==> src/rtl/change_dispenser_pkg.sv <==
// Shared definitions for the change dispenser: balance width, coin table, FSM states.
package change_dispenser_pkg;

  localparam int kTotalBits = 31;
  localparam int kNumCoins  = 3;

  // Denominations, index 0 = smallest; the picker relies on ascending order.
  localparam logic [kTotalBits-1:0] kCoinValue [kNumCoins] = '{31'd100, 31'd500, 31'd1000};

  typedef enum logic [1:0] {
    ST_IDLE    = 2'd0,
    ST_SELECT  = 2'd1,
    ST_PRESENT = 2'd2,
    ST_DONE    = 2'd3
  } disp_state_t;

endpackage

==> src/rtl/change_dispenser_coin_select.sv <==
// Combinational greedy picker: largest denomination not exceeding the remaining balance.
module change_dispenser_coin_select
  import change_dispenser_pkg::*;
#(
  parameter int                    TOTAL_BITS = kTotalBits,
  parameter int                    NUM_COINS  = kNumCoins,
  parameter logic [TOTAL_BITS-1:0] COIN_VALUE [NUM_COINS] = kCoinValue
) (
  input  logic [TOTAL_BITS-1:0] i_remaining,
  output logic [NUM_COINS-1:0]  o_onehot,
  output logic [TOTAL_BITS-1:0] o_value,
  output logic                  o_found
);

  // Ascending scan: a later (larger) match overrides, giving priority to the highest coin.
  always_comb begin
    o_onehot = '0;
    o_value  = '0;
    o_found  = 1'b0;
    for (int i = 0; i < NUM_COINS; i++) begin
      if (COIN_VALUE[i] <= i_remaining) begin
        o_onehot = NUM_COINS'(1) << i;
        o_value  = COIN_VALUE[i];
        o_found  = 1'b1;
      end
    end
  end

endmodule

==> src/rtl/change_dispenser.sv <==
// Change dispenser: captures a balance on request and pays it out greedily, one coin
// per valid/ready handshake, reporting each accepted coin as a decrement pulse.
module change_dispenser
  import change_dispenser_pkg::*;
#(
  parameter int                    TOTAL_BITS = kTotalBits,
  parameter int                    NUM_COINS  = kNumCoins,
  parameter logic [TOTAL_BITS-1:0] COIN_VALUE [NUM_COINS] = kCoinValue
) (
  input  logic                  clk,
  input  logic                  reset,
  input  logic                  start,
  input  logic [TOTAL_BITS-1:0] total_in,
  output logic                  coin_valid,
  output logic [NUM_COINS-1:0]  coin_sel,
  input  logic                  coin_ready,
  output logic                  dec_valid,
  output logic [TOTAL_BITS-1:0] dec_amount,
  output logic                  busy,
  output logic                  done,
  output logic [TOTAL_BITS-1:0] residue
);

  disp_state_t           r_state;
  logic [TOTAL_BITS-1:0] r_remaining;
  logic [TOTAL_BITS-1:0] r_residue;
  logic [TOTAL_BITS-1:0] r_coin_value;
  logic [NUM_COINS-1:0]  r_coin_sel;
  logic                  r_coin_valid;
  logic                  r_busy;
  logic                  r_done;

  logic [NUM_COINS-1:0]  w_onehot;
  logic [TOTAL_BITS-1:0] w_value;
  logic                  w_found;

  change_dispenser_coin_select #(
    .TOTAL_BITS (TOTAL_BITS),
    .NUM_COINS  (NUM_COINS),
    .COIN_VALUE (COIN_VALUE)
  ) u_coin_select (
    .i_remaining (r_remaining),
    .o_onehot    (w_onehot),
    .o_value     (w_value),
    .o_found     (w_found)
  );

  // Dispense sequencer: capture balance, pick a coin, hold it until accepted, repeat.
  always_ff @(posedge clk) begin
    if (reset) begin
      r_state      <= ST_IDLE;
      r_remaining  <= '0;
      r_residue    <= '0;
      r_coin_value <= '0;
      r_coin_sel   <= '0;
      r_coin_valid <= 1'b0;
      r_busy       <= 1'b0;
      r_done       <= 1'b0;
    end else begin
      case (r_state)
        ST_IDLE: begin
          r_done <= 1'b0;
          if (start) begin
            r_remaining <= total_in;
            r_busy      <= 1'b1;
            r_state     <= ST_SELECT;
          end
        end
        ST_SELECT: begin
          if (w_found) begin
            r_coin_sel   <= w_onehot;
            r_coin_value <= w_value;
            r_coin_valid <= 1'b1;
            r_state      <= ST_PRESENT;
          end else begin
            // Nothing fits: whatever is left cannot be paid out in coins.
            r_residue <= r_remaining;
            r_done    <= 1'b1;
            r_state   <= ST_DONE;
          end
        end
        ST_PRESENT: begin
          // The picker guaranteed r_coin_value <= r_remaining, so no underflow.
          if (coin_ready) begin
            r_remaining  <= r_remaining - r_coin_value;
            r_coin_sel   <= '0;
            r_coin_valid <= 1'b0;
            r_state      <= ST_SELECT;
          end
        end
        ST_DONE: begin
          r_done  <= 1'b0;
          r_busy  <= 1'b0;
          r_state <= ST_IDLE;
        end
        default: r_state <= ST_IDLE;
      endcase
    end
  end

  assign coin_valid = r_coin_valid;
  assign coin_sel   = r_coin_sel;
  assign busy       = r_busy;
  assign done       = r_done;
  assign residue    = r_residue;

  // The decrement is reported in the same cycle the mechanism takes the coin.
  assign dec_valid  = r_coin_valid & coin_ready;
  assign dec_amount = dec_valid ? r_coin_value : '0;

endmodule

==> config.mk <==
export PLATFORM = sky130hd
export DESIGN_NAME = change_dispenser
export DESIGN_NICKNAME = d
export VERILOG_FILES = /design/src/rtl/change_dispenser_pkg.sv /design/src/rtl/change_dispenser_coin_select.sv /design/src/rtl/change_dispenser.sv
export SDC_FILE = /design/constraint.sdc
export NUM_CORES = 1
export LEC_CHECK = 0
export BUFFER_PORTS_ARGS = -buffer_cell sky130_fd_sc_hd__buf_2
export CORE_ASPECT_RATIO = 1.4
export CORE_UTILIZATION = 48
export DETAILED_ROUTE_END_ITERATION = 16
export MAX_ROUTING_LAYER = met4
export PLACE_DENSITY_LB_ADDON = 0.15
export SLEW_MARGIN = 20
export SYNTH_ARGS = -nofsm -noshare
export SYNTH_HDL_FRONTEND = slang
export SYNTH_SLANG_ARGS = --single-unit
==> constraint.sdc <==
create_clock -name clk -period 2.4 [get_ports clk]
set_input_delay 0.48 -clock clk [delete_from_list [all_inputs] [get_ports clk]]
set_output_delay 0.48 -clock clk [all_outputs]
set_load 0.02 [all_outputs]
# After elaboration in Yosys (flattened, before gate mapping)
# Cells that the tools add are included.
[word_totals]
reg_bits = 101
input_bits = 35
out_inout_bits = 69
wordCells = 61
[classes]
addsub = 1
magnitude_cmp = 3
n_eq_ne = 7
mux = 27
bitwise_logic = 2
n_reduce_logical = 13
[op_table]
columns = ["cell", "count"]
rows = [
  ["$mux 31", 3],
  ["$pmux 31 s2", 1],
  ["$le 10x31->1 const A", 1],
  ["$le 7x31->1 const A", 1],
  ["$le 9x31->1 const A", 1],
  ["$sub 31x31->31", 1],
  ["$mux 10", 1],
  ["$reduce_and 2->1", 5],
  ["$mux 1", 9],
  ["$mux 3", 3],
  ["$mux 9", 1],
  ["$pmux 2 s4", 1],
  ["$reduce_bool 2->1", 4],
  ["$mux 7", 1],
  ["$mux 2", 3],
  ["$ne 2x2->1 const B", 3],
  ["$pmux 1 s2", 3],
  ["$pmux 3 s2", 1],
  ["$reduce_and 3->1", 2],
  ["$eq 2x2->1 const B", 2],
  ["$eq 2x1->1 const B", 1],
  ["$logic_not 2->1", 1],
  ["$ne 2x1->1 const B", 1],
  ["$reduce_or 2->1", 1],
  ["other kinds (2)", 2],
]

# Depth between registers and ports, before layout
# Gate-level depths: netlist of the first run.
[logic_depth]
ltp_word = 6
ltp_mapped = 10
depth_no_buf = 9

# By module
# A second synthesis of the first run with hierarchy kept.
[hier_totals]
cells_unflattened = 832
hier_area_um2 = 6318.6
[modules_own_cells]
columns = ["module", "instances", "cells_per_inst", "area_each_um2", "seq_area_each_um2"]
rows = [
  ["change_dispenser", 1, 779, 5916.9, 2021.9],
  ["change_dispenser_coin_select", 1, 53, 401.6, 0.0],
]

# Worst setup path after synthesis of the first run
# Ideal clock, no wire load.
[synth_timing]
path_kind = "register -> register"
start = "register r_coin_value[4]"
end = "register r_remaining[28]"
setup_ns = 0.074
arrival_ns = 2.571
required_ns = 2.326
slack_ns = -0.245
path_stages_with_launch = 10
n_path_buf = 1
period_less_slack_ns = 2.645
cell_sequence = "dfxtp_1 inv_1 ha_1 nor2b_1 o31a_1 o311a_1 or2_2 clkbuf_1 or4_1 a31oi_1"
[synth_via]
elab_chain_cells = 3
[synth_lines]
columns = ["element", "line_no", "source"]
rows = [
  ["from (decl)", "change_dispenser.sv:27", "logic [TOTAL_BITS-1:0] r_coin_value;"],
  ["from (signal assigned)", "change_dispenser.sv:72", "r_coin_value <= w_value;"],
  ["$sub 31x31->31", "change_dispenser.sv:85", "r_remaining <= r_remaining - r_coin_value;"],
  ["$mux 31", "change_dispenser.sv:84", "if (coin_ready) begin"],
  ["$pmux 31 s2", "change_dispenser.sv:60", "case (r_state)"],
  ["to (signal assigned)", "change_dispenser.sv:64", "r_remaining <= total_in;"],
  ["to (signal assigned)", "change_dispenser.sv:85", ""],
  ["to (decl)", "change_dispenser.sv:25", "logic [TOTAL_BITS-1:0] r_remaining;"],
]
# Every way passes these cells. The select of a mux whose other input is x is not followed.
# A chain may end at the register's enable or synchronous reset.

# Worst setup path in the final report of the first run
[layout_timing]
start = "register r_remaining[13]"
end = "register r_remaining[26]"
[layout_via]
elab_chain_cells = 3
[layout_lines]
columns = ["element", "line_no"]
rows = [
  ["$sub 31x31->31", "change_dispenser.sv:85"],
  ["$mux 31", "change_dispenser.sv:84"],
  ["$pmux 31 s2", "change_dispenser.sv:60"],
]
# Every way passes these cells. The select of a mux whose other input is x is not followed.

==> metrics.txt, run 1 <==
RePlAce Congestion=0.898; crit path kind=flip-flop to flip-flop; RSZ-0062 raised after global routing=true; Core Footprint=8250 um2; final setup fails=1; IO Pins=104; CP max FO=4; ys async rst share=0%; Post-Route Hold Slack=407 ps; failing checks=setup timing; Avg WL per Cell=16.9 um; total global routing overflow=0; Die ar.=8920 um2; Syn-to-layout area delta=30.1%; Post-Synthesis Cells=486; DRT Pass-1 Iters=5; antenna cells=0; required time of the critical path=2650 ps; HPWL Detailed=8880 um; clock root buffer master=clkbuf_16; DRT Wirelength=12100 um; die height=111 um; most frequent cells in the layout=80 x buf_2, 70 x dfxtp_1, 61 x buf_4, 36 x nor2_1, 33 x a21oi_1; CTS hold repair buffers=0; f_max=413 MHz; biggest area consumer among synthesized cells=dfxtp_1; Mapped Avg Cell Area=8.44 um2; max-slew violations=0; first-pass GRT wire length=19600 um; # rows=39; clock sink count=75; Clk pin slew, worst setup/hold paths=60 ps; Netlist cell types=69; Slew @ Worst Pin=543 ps; Netlist Area Pre-Place=4100 um2; outcome=finished, violations left; proportion of layout cells with a drive suffix above 1=33.8%; Seq/Total Area, Yosys=36.6%; Crit. End Element=flip-flop; worst min path class=input pin to flip-flop; Startpoint Class=flip-flop; Antenna Nets Post-Route=0; Post-synth EDFFs=0; Primary FF master, synth=dfxtp_1; Slew headroom=63.8%; TritonCTS clock tree=built; final setup margin=-19.9 ps; pwr/cell area=1030 nW/um2; number of global-route vias before repair=3997; final net count=657; Synth top area share=36.6%; drt drc=0; Starting Density=49.7%; final critical-path share of the clock period=101%; worst-case vdd ir drop=0.000714 V; clock latency on the worst-skew pair=350 ps; Clock Skew=7.23 ps; #FFs+latches synth=75; initial antenna violation count=0; buffers added on ports=80; Max Cap Viol=0; total track usage=29.7%; Final Hold Viols=0; minimum clock period=2420 ps; Die Wd=80.1 um; H-tree levels=3; routed vias/inst=5.75; Clock Path Buffers=2; vias=4112; largest net degree at the start of global routing=38; most area-consuming cells after synthesis=dfxtp_1 37%, buf_4 4.8%, a21oi_1 4.1%, ha_1 4.0%, and2_1 3.8%; synth warn=0; total CTS buffers=9; fin cells=715; Pleak=2.36 nW; CP Data Arrival Time=2670 ps; Placed Instances=697; commonest non-fill, non-tap cell in the layout=buf_2; drt initial violations=178
## layout make-up
type | count | area (um2)
fill | 763 | 2910
multi-input combinational | 360 | 2430
clock inverter | 6 | 71.3
sequential | 75 | 1510
timing repair buffer | 143 | 890
tap | 102 | 128
clock buffer | 10 | 239
inverter | 19 | 71.3
## flip-flops by register name (all words and copies together), names as in the netlist
register      flops
busy              1
coin_sel          3
coin_valid        1
done              1
r_coin_value      5
r_remaining      31
r_state           2
residue          31
## cells in the mapped netlist, types with 5 or more instances
cell type  instances
dfxtp_1           75
nor2_1            36
a21oi_1           34
nand2_1           30
buf_4             26
and2_1            25
clkbuf_1          20
inv_1             19
and3_1            16
nor3_1            16
o21ai_0           15
a211oi_1          13
ha_1              13
or4_1             10
a31oi_1            9
mux2i_1            9
nand3_1            9
or3_1              9
nor4_1             8
o311ai_0           6
nor2b_1            5
o21a_1             5
or2_2              5
## worst paths after layout
check / start / end / slack (ps) / depth (start not counted)
setup / recovery: r_remaining[13] / r_remaining[26] / -20 / 7
hold / removal: total_in[28] / r_remaining[28] / 410 / 3
setup reg to reg: r_remaining[13] / r_remaining[26] / -20 / 7
hold reg to reg: residue[22] / residue[22] / 450 / 1
## logic make-up (layout without fill, tap and decap cells)
kind of cell             count (synthesis)  count (layout)  synth area share (%)
AND/OR/NAND/NOR                        186             186                  24.7
AO/OA/AOI/OAI                          125             125                  21.0
flip-flops                              75              75                  36.6
buffers and inverters                   73             178                  10.3
adder cells (fa/ha/maj)                 14              14                  4.45
multiplexers                            10              10                  2.47
XOR/XNOR                                 2               2                 0.427
other                                    1              23                0.0914
## worst max-delay path: stages (launching register included)
cell	delay, ps
dfxtp_1	310
or4_4	560
buf_6	140
nor3_2	190
nand3_1	140
or3_4	410
o41a_1	330
nor4_1	240
## where the power goes
part	switching [mW]	leakage, nW	total, mW	internal (mW)
sequential	0.153	0.614	1.56	1.40
combinational	1.39	1.60	2.53	1.14
clock	0.557	0.146	1.40	0.842
## metal layers
metal | global-route usage [%] | part of all wire, %
met1 | 32.5 | 40
met4 | 18.2 | 4.9
met3 | 3.93 | 5.1
met5 | - | 0
met2 | 50.0 | 50
## metrics by stage
| step | instance area [um2] | power, mW | utilization (%) | worst slack, ps | setup TNS [ps] |
|---|---|---|---|---|---|
| after floorplan | 4290 | 3.09 | - | -24.7 | -24.7 |
| after global placement | 4910 | 3.87 | 59.6 | -107 | -362 |
| after detailed placement | 4910 | 3.90 | 59.6 | -97.9 | -539 |
| after CTS | 5260 | 5.37 | 63.8 | -0.228 | -0.228 |
| after global routing | 5340 | 5.78 | 64.7 | -93.2 | -172 |
| final | 5340 | 5.48 | 64.7 | -19.9 | -19.9 |
## what timing repair did
action	in CTS	in global routing
setup endpoints to repair	41	22
buffers inserted	0	2
endpoints found under the hold margin	0	0
pin swaps	1	8
gates resized for setup	11	21
Power figures use the tool's default switching activity.
==> run 2: changes to the inputs <==
--- a/config.mk
+++ b/config.mk
@@ -5,9 +5,10 @@
 export SDC_FILE = /design/constraint.sdc
 export NUM_CORES = 1
 export LEC_CHECK = 0
+export ABC_AREA = 1
 export BUFFER_PORTS_ARGS = -buffer_cell sky130_fd_sc_hd__buf_2
 export CORE_ASPECT_RATIO = 1.4
-export CORE_UTILIZATION = 48
+export CORE_UTILIZATION = 50
 export DETAILED_ROUTE_END_ITERATION = 16
 export MAX_ROUTING_LAYER = met4
 export PLACE_DENSITY_LB_ADDON = 0.15
==> constraint.sdc (replaced) <==
create_clock -name clk -period 1.95 [get_ports clk]
set_input_delay 0.39 -clock clk [delete_from_list [all_inputs] [get_ports clk]]
set_output_delay 0.39 -clock clk [all_outputs]
set_load 0.02 [all_outputs]
==> run 2 against run 1 <==
Net effect: the run ends with DRC left; worst setup slack improved by 100 ps; worst hold slack got worse by 69 ps; sequential power rose by 42%; power rose by 110%; cell area rose by 12%; non-clock buffer count fell by 9; global-route usage rose by 0.63 points; routed wire length rose by 18%; critical path type unchanged.
==> metrics.txt, run 2 <==
# rows=41; #FFs+latches synth=75; Clock Path Buffers=2; Mapped Avg Cell Area=6.31 um2; top cells by count, synth=211 x nand2_1, 129 x nor2_1, 75 x dfxtp_1; worst path cell trace=buf_4, nand2_1, nor2_1, nand3_1, nand2_1, nand2_2, nor2_4, nand3_4, buf_4, nand2_1, a21oi_1; ys async rst share=0%; outcome=finished, violations left; Core Footprint=9080 um2; Slew headroom=62.8%; RePlAce Congestion=0.915; pwr/cell area=1920 nW/um2; most area-consuming cells after synthesis=dfxtp_1 32%, nand2_1 17%, nor2_1 10%, a21oi_1 6.5%, inv_1 5.6%; DRT Pass-1 Iters=11; Tot Pwr=11.5 mW; buffers added on ports=80; Clk pin slew, worst setup/hold paths=70 ps; Finished Core Util=65.7%; antenna cells=0; Synth top area share=32.0%; Primary FF master, synth=dfxtp_1; Starting Density=51.7%; DRT Wirelength=14200 um; routed vias/inst=5.16; largest net degree at the start of global routing=38; Clock Skew=10.2 ps; failing checks=DRC; crit path kind=flip-flop to flip-flop; Startpoint Class=flip-flop; Setup TNS=0 ps; first-pass GRT wire length=22300 um; vias=5027; Die ar.=9790 um2; Final Hold Viols=0; Die Wd=83.9 um; Avg WL per Cell=14.6 um; commonest non-fill, non-tap cell in the layout=nand2_1; fin cells=974; most frequent cells in the layout=198 x nand2_1, 122 x nor2_1, 80 x buf_2, 72 x dfxtp_1, 63 x inv_1; final setup margin=80.8 ps; Syn-to-layout area delta=27.0%; biggest area consumer among synthesized cells=dfxtp_1; worst min path class=input pin to flip-flop; CP Data Arrival Time=2100 ps; clock root buffer master=clkbuf_16; Max stage delay cell, worst path=dfxtp_1; total track usage=30.4%; max-slew violations=0; drt drc=6; Post-synth EDFFs=0; IO Pins=104; number of global-route vias before repair=4730; design area=5960 um2; total global routing overflow=0; CP max FO=10; Slew @ Worst Pin=558 ps; die height=117 um; drt initial violations=247; TritonCTS clock tree=built; most frequent CP cell=nand2_1; minimum clock period=1870 ps; final critical-path share of the clock period=95.9%; clock latency on the worst-skew pair=340 ps; cell with the most instances after synthesis=nand2_1; Netlist Area Pre-Place=4700 um2; Seq/Total Area, Yosys=32.0%; clock sink count=75; pre-CTS WS=-93.2 ps; Netlist cell types=38; HPWL Detailed=10800 um; Pleak=2.84 nW; synth warn=0; final net count=911; total CTS buffers=9; initial antenna violation count=0; crit-path max cell delay=400 ps; Crit. End Element=flip-flop; final setup fails=0; f_max=535 MHz; proportion of layout cells with a drive suffix above 1=26.5%; Max Cap Viol=0; Placed Instances=952; Post-Route Hold Slack=338 ps; worst-case vdd ir drop=0.00102 V; Antenna Nets Post-Route=0; Post-Synthesis Cells=745; required time of the critical path=2180 ps; dpl cell area=5390 um2; H-tree levels=3
run 2: cell count changes in the layout (fill, tap and decap cells not counted), moves of 9 or more:
cell,change
nor2_1,+86
nand2_2,+19
nand3_1,+29
a21oi_1,+22
buf_4,-10
and2_1,-24
nand2_1,+169
and3_1,-15
nor3_1,-10
nor2_2,+9
mux2i_1,-9
a31oi_1,-9
inv_1,+48
nand4_1,+9
run 2: area by class of cell:
cell class              count  area (um2)
clock inverters             7        57.6
clock buffers               9         225
inverters                  77         298
repair buffers            134         835
fillers                   850        3120
well taps                 107         134
flip-flops and latches     75        1510
multi-input cells         565        2910
run 2: critical path: cells and delay by family, from the launching register on:
| kind | cells | cell delay [ps] |
|---|---|---|
| AND/OR/NAND/NOR | 8 | 880 |
| buffers and inverters | 2 | 400 |
| AO/OA/AOI/OAI | 1 | 80 |
| flip-flops | 1 | 400 |
run 2: power by group:
| part | internal, mW | switching [mW] | total [mW] |
|---|---|---|---|
| clock | 0.882 | 0.736 | 1.62 |
| sequential | 1.89 | 0.326 | 2.22 |
| combinational | 2.86 | 4.76 | 7.62 |
run 2: timing repair:
| action | CTS | global route |
|---|---|---|
| gates cloned | 0 | 0 |
| pin swaps | 1 | 13 |
| hold buffers | 0 | 0 |
| buffers inserted | 0 | 6 |
| hold endpoints to repair | 0 | 0 |
| gates resized for setup | 5 | 58 |
| endpoints found under the setup margin | 8 | 57 |
run 2: kinds of logic after synthesis:
kind of cell | Yosys count | synth area share, %
DFF | 75 | 32.0
other | 1 | 0.0798
adders and majority gates | 14 | 3.89
AOI/OAI and AO/OA | 99 | 11.7
xor gates and xnor gates | 6 | 1.12
buffers and inverters | 127 | 13.0
and+or+nand+nor | 423 | 38.3
run 2: layer usage:
metal  vias up  global-route usage [%]  part of all wire (%)
met3        32                    4.59                   3.1
met1      2343                    30.8                    40
met4         0                    15.4                   3.9
met5         -                       -                     0
li1       2539                       -                     -
met2       113                    56.8                    53
run 2: worst paths after layout:
check / startpoint / to / slack (ps) / cells after the start
worst max-delay path: r_remaining[6] / residue[1] / 80 / 11
worst min-delay path: total_in[7] / r_remaining[7] / 340 / 3
worst max register to register: r_remaining[6] / residue[1] / 80 / 11
worst min register to register: residue[21] / residue[21] / 430 / 2
==> run 3: changes to the inputs <==
--- a/config.mk
+++ b/config.mk
@@ -7,11 +7,12 @@
 export LEC_CHECK = 0
 export ABC_AREA = 1
 export BUFFER_PORTS_ARGS = -buffer_cell sky130_fd_sc_hd__buf_2
+export CELL_PAD_IN_SITES_DETAIL_PLACEMENT = 1
+export CELL_PAD_IN_SITES_GLOBAL_PLACEMENT = 2
 export CORE_ASPECT_RATIO = 1.4
-export CORE_UTILIZATION = 50
+export CORE_UTILIZATION = 26
 export DETAILED_ROUTE_END_ITERATION = 16
-export MAX_ROUTING_LAYER = met4
-export PLACE_DENSITY_LB_ADDON = 0.15
+export PLACE_DENSITY = 0.83
 export SLEW_MARGIN = 20
 export SYNTH_ARGS = -nofsm -noshare
 export SYNTH_HDL_FRONTEND = slang
==> run 3 against run 2 <==
Net effect: the run now ends clean; cell count rose by 14%; sequential share of layout area decreased by 0.99 points; clock power increased by 4%; worst setup slack worse by 13 ps; register-to-register slack is essentially flat; combinational power rose by 3.0%; power increased by 2.9%; via count up 0.86%; clock skew decreased by 3.8 ps; largest cell class unchanged.
==> metrics.txt, run 3 (synthesis gave the netlist of run 2 again) <==
clock sink count=75; initial antenna violation count=0; Clk pin slew, worst setup/hold paths=60 ps; max-slew violations=0; Comb power frac=66.6%; worst min path class=input pin to flip-flop; Net Sw Power=5.89 mW; Slew @ Worst Pin=543 ps; HPWL Detailed=12700 um; DRT Pass-1 Iters=4; Die ar.=18600 um2; sw frac=49.9%; outcome=finished, final reports clean; Final Hold Viols=0; CP Data Arrival Time=2110 ps; Starting Density=26.8%; final critical-path share of the clock period=96.5%; crit path kind=flip-flop to flip-flop; buffers added on ports=80; Clock Skew=6.49 ps; largest net degree at the start of global routing=50; total track usage=18.1%; multi-input logic area=2900 um2; Slew headroom=63.8%; clock root buffer master=clkbuf_16; # rows=57; Avg WL per Cell=14.8 um; CP max FO=5; register area=1510 um2; dpl cell area=5640 um2; worst path cell trace=buf_4, nand2_1, nor2_2, nand3_1, nand2_1, nand2_2, nor2_4, buf_4, nand3_4, buf_4, nand2_1, nor2_1; Filler cells=2331; Pleak=2.89 nW; total global routing overflow=0; vias=5070; TritonCTS clock tree=built; Max Cap Viol=0; delay-heaviest family, CP=simple AND/OR/NAND/NOR gates; Clock Path Buffers=2; RSZ-0062 raised after global routing=true; IO Pins=104; Pint=5.90 mW; Setup TNS=0 ps; antenna cells=0; clock network fraction of design power=14.4%; Core Footprint=17500 um2; crit-path max cell delay=370 ps; clock latency on the worst-skew pair=350 ps; f_max=531 MHz; DRT Wirelength=16500 um; first-pass GRT wire length=25800 um; proportion of layout cells with a drive suffix above 1=27.1%; routed vias/inst=4.55; Flop pwr share=19.1%; die height=161 um; required time of the critical path=2180 ps; Die Wd=116 um; number of global-route vias before repair=5165; Finished Core Util=35.4%; total CTS buffers=9; drt drc=0; pwr/cell area=1900 nW/um2; most frequent cells in the layout=202 x nand2_1, 116 x nor2_1, 80 x buf_2, 71 x dfxtp_1, 64 x inv_1; drt initial violations=142; minimum clock period=1880 ps; Antenna Nets Post-Route=0; Crit. End Element=flip-flop; H-tree levels=3; design area=6210 um2; Startpoint Class=flip-flop; final setup fails=0; final net count=922; commonest non-fill, non-tap cell in the layout=nand2_1; RePlAce Congestion=0.846; Buf/Inv on CP=3; worst-case vdd ir drop=0.000747 V; Max stage delay cell, worst path=dfxtp_1; Syn-to-layout area delta=32.3%
-- run 3: area by class of cell --
type                    count  area share, %
multi-input cells         566           46.7
inverters                  77           4.85
repair buffers            144           14.8
well taps                 236           4.75
flip-flops and latches     75           24.2
clock buffers              12           3.81
clock inverters             4          0.826
-- run 3: through the flow --
step | power [mW] | cells | hold WS (ps) | setup WS [ps]
6_report | 11.8 | 1114 | 367 | 67.7
5_1_grt | 12.8 | 1114 | 378 | -74.0
4_1_cts | 11.2 | 1107 | 361 | 5.50
3_5_place_dp | 9.29 | 1091 | 426 | -114
3_3_place_gp | 9.20 | 1091 | 421 | -48.1
2_1_floorplan | 6.68 | 767 | 440 | 55.0
-- run 3: path summary, 6_finish.rpt --
check	start	endpoint	slack, ps	depth (start not counted)
worst max-delay path	r_remaining[5]	residue[8]	70	12
worst min-delay path	total_in[1]	r_remaining[1]	370	3
worst max register to register	r_remaining[5]	residue[8]	70	12
worst min register to register	residue[29]	residue[29]	440	2
-- run 3: layer usage --
layer  GRT usage (%)  vias to the layer above  wire length, um
met5               0                        -                0
met4            6.82                        0              457
met3            3.41                       24              505
met2            34.2                       77             8930
met1            19.6                     2408             6610
li1                -                     2561                -
-- run 3: timing repair --
action,4_1_cts,5_1_grt
gates resized for setup,11,52
gates cloned,0,1
setup endpoints to repair,14,60
hold endpoints to repair,0,0
buffers inserted,0,6
pin swaps,1,12
hold buffers,0,0
-- run 3: worst min-delay path, stage by stage --
cell and delay [ps]:
buf_2 80, a21oi_1 50, a211oi_1 140
-- run 3: power groups by stage --
stage | clock, mW | combinational [mW] | sequential [mW]
finish | 1.69 | 7.85 | 2.25
detailed placement | 0 | 7.07 | 2.22
global route | 1.81 | 8.69 | 2.29
CTS | 1.73 | 7.23 | 2.19
global placement | 0 | 6.98 | 2.21
floorplan | 0 | 4.41 | 2.26
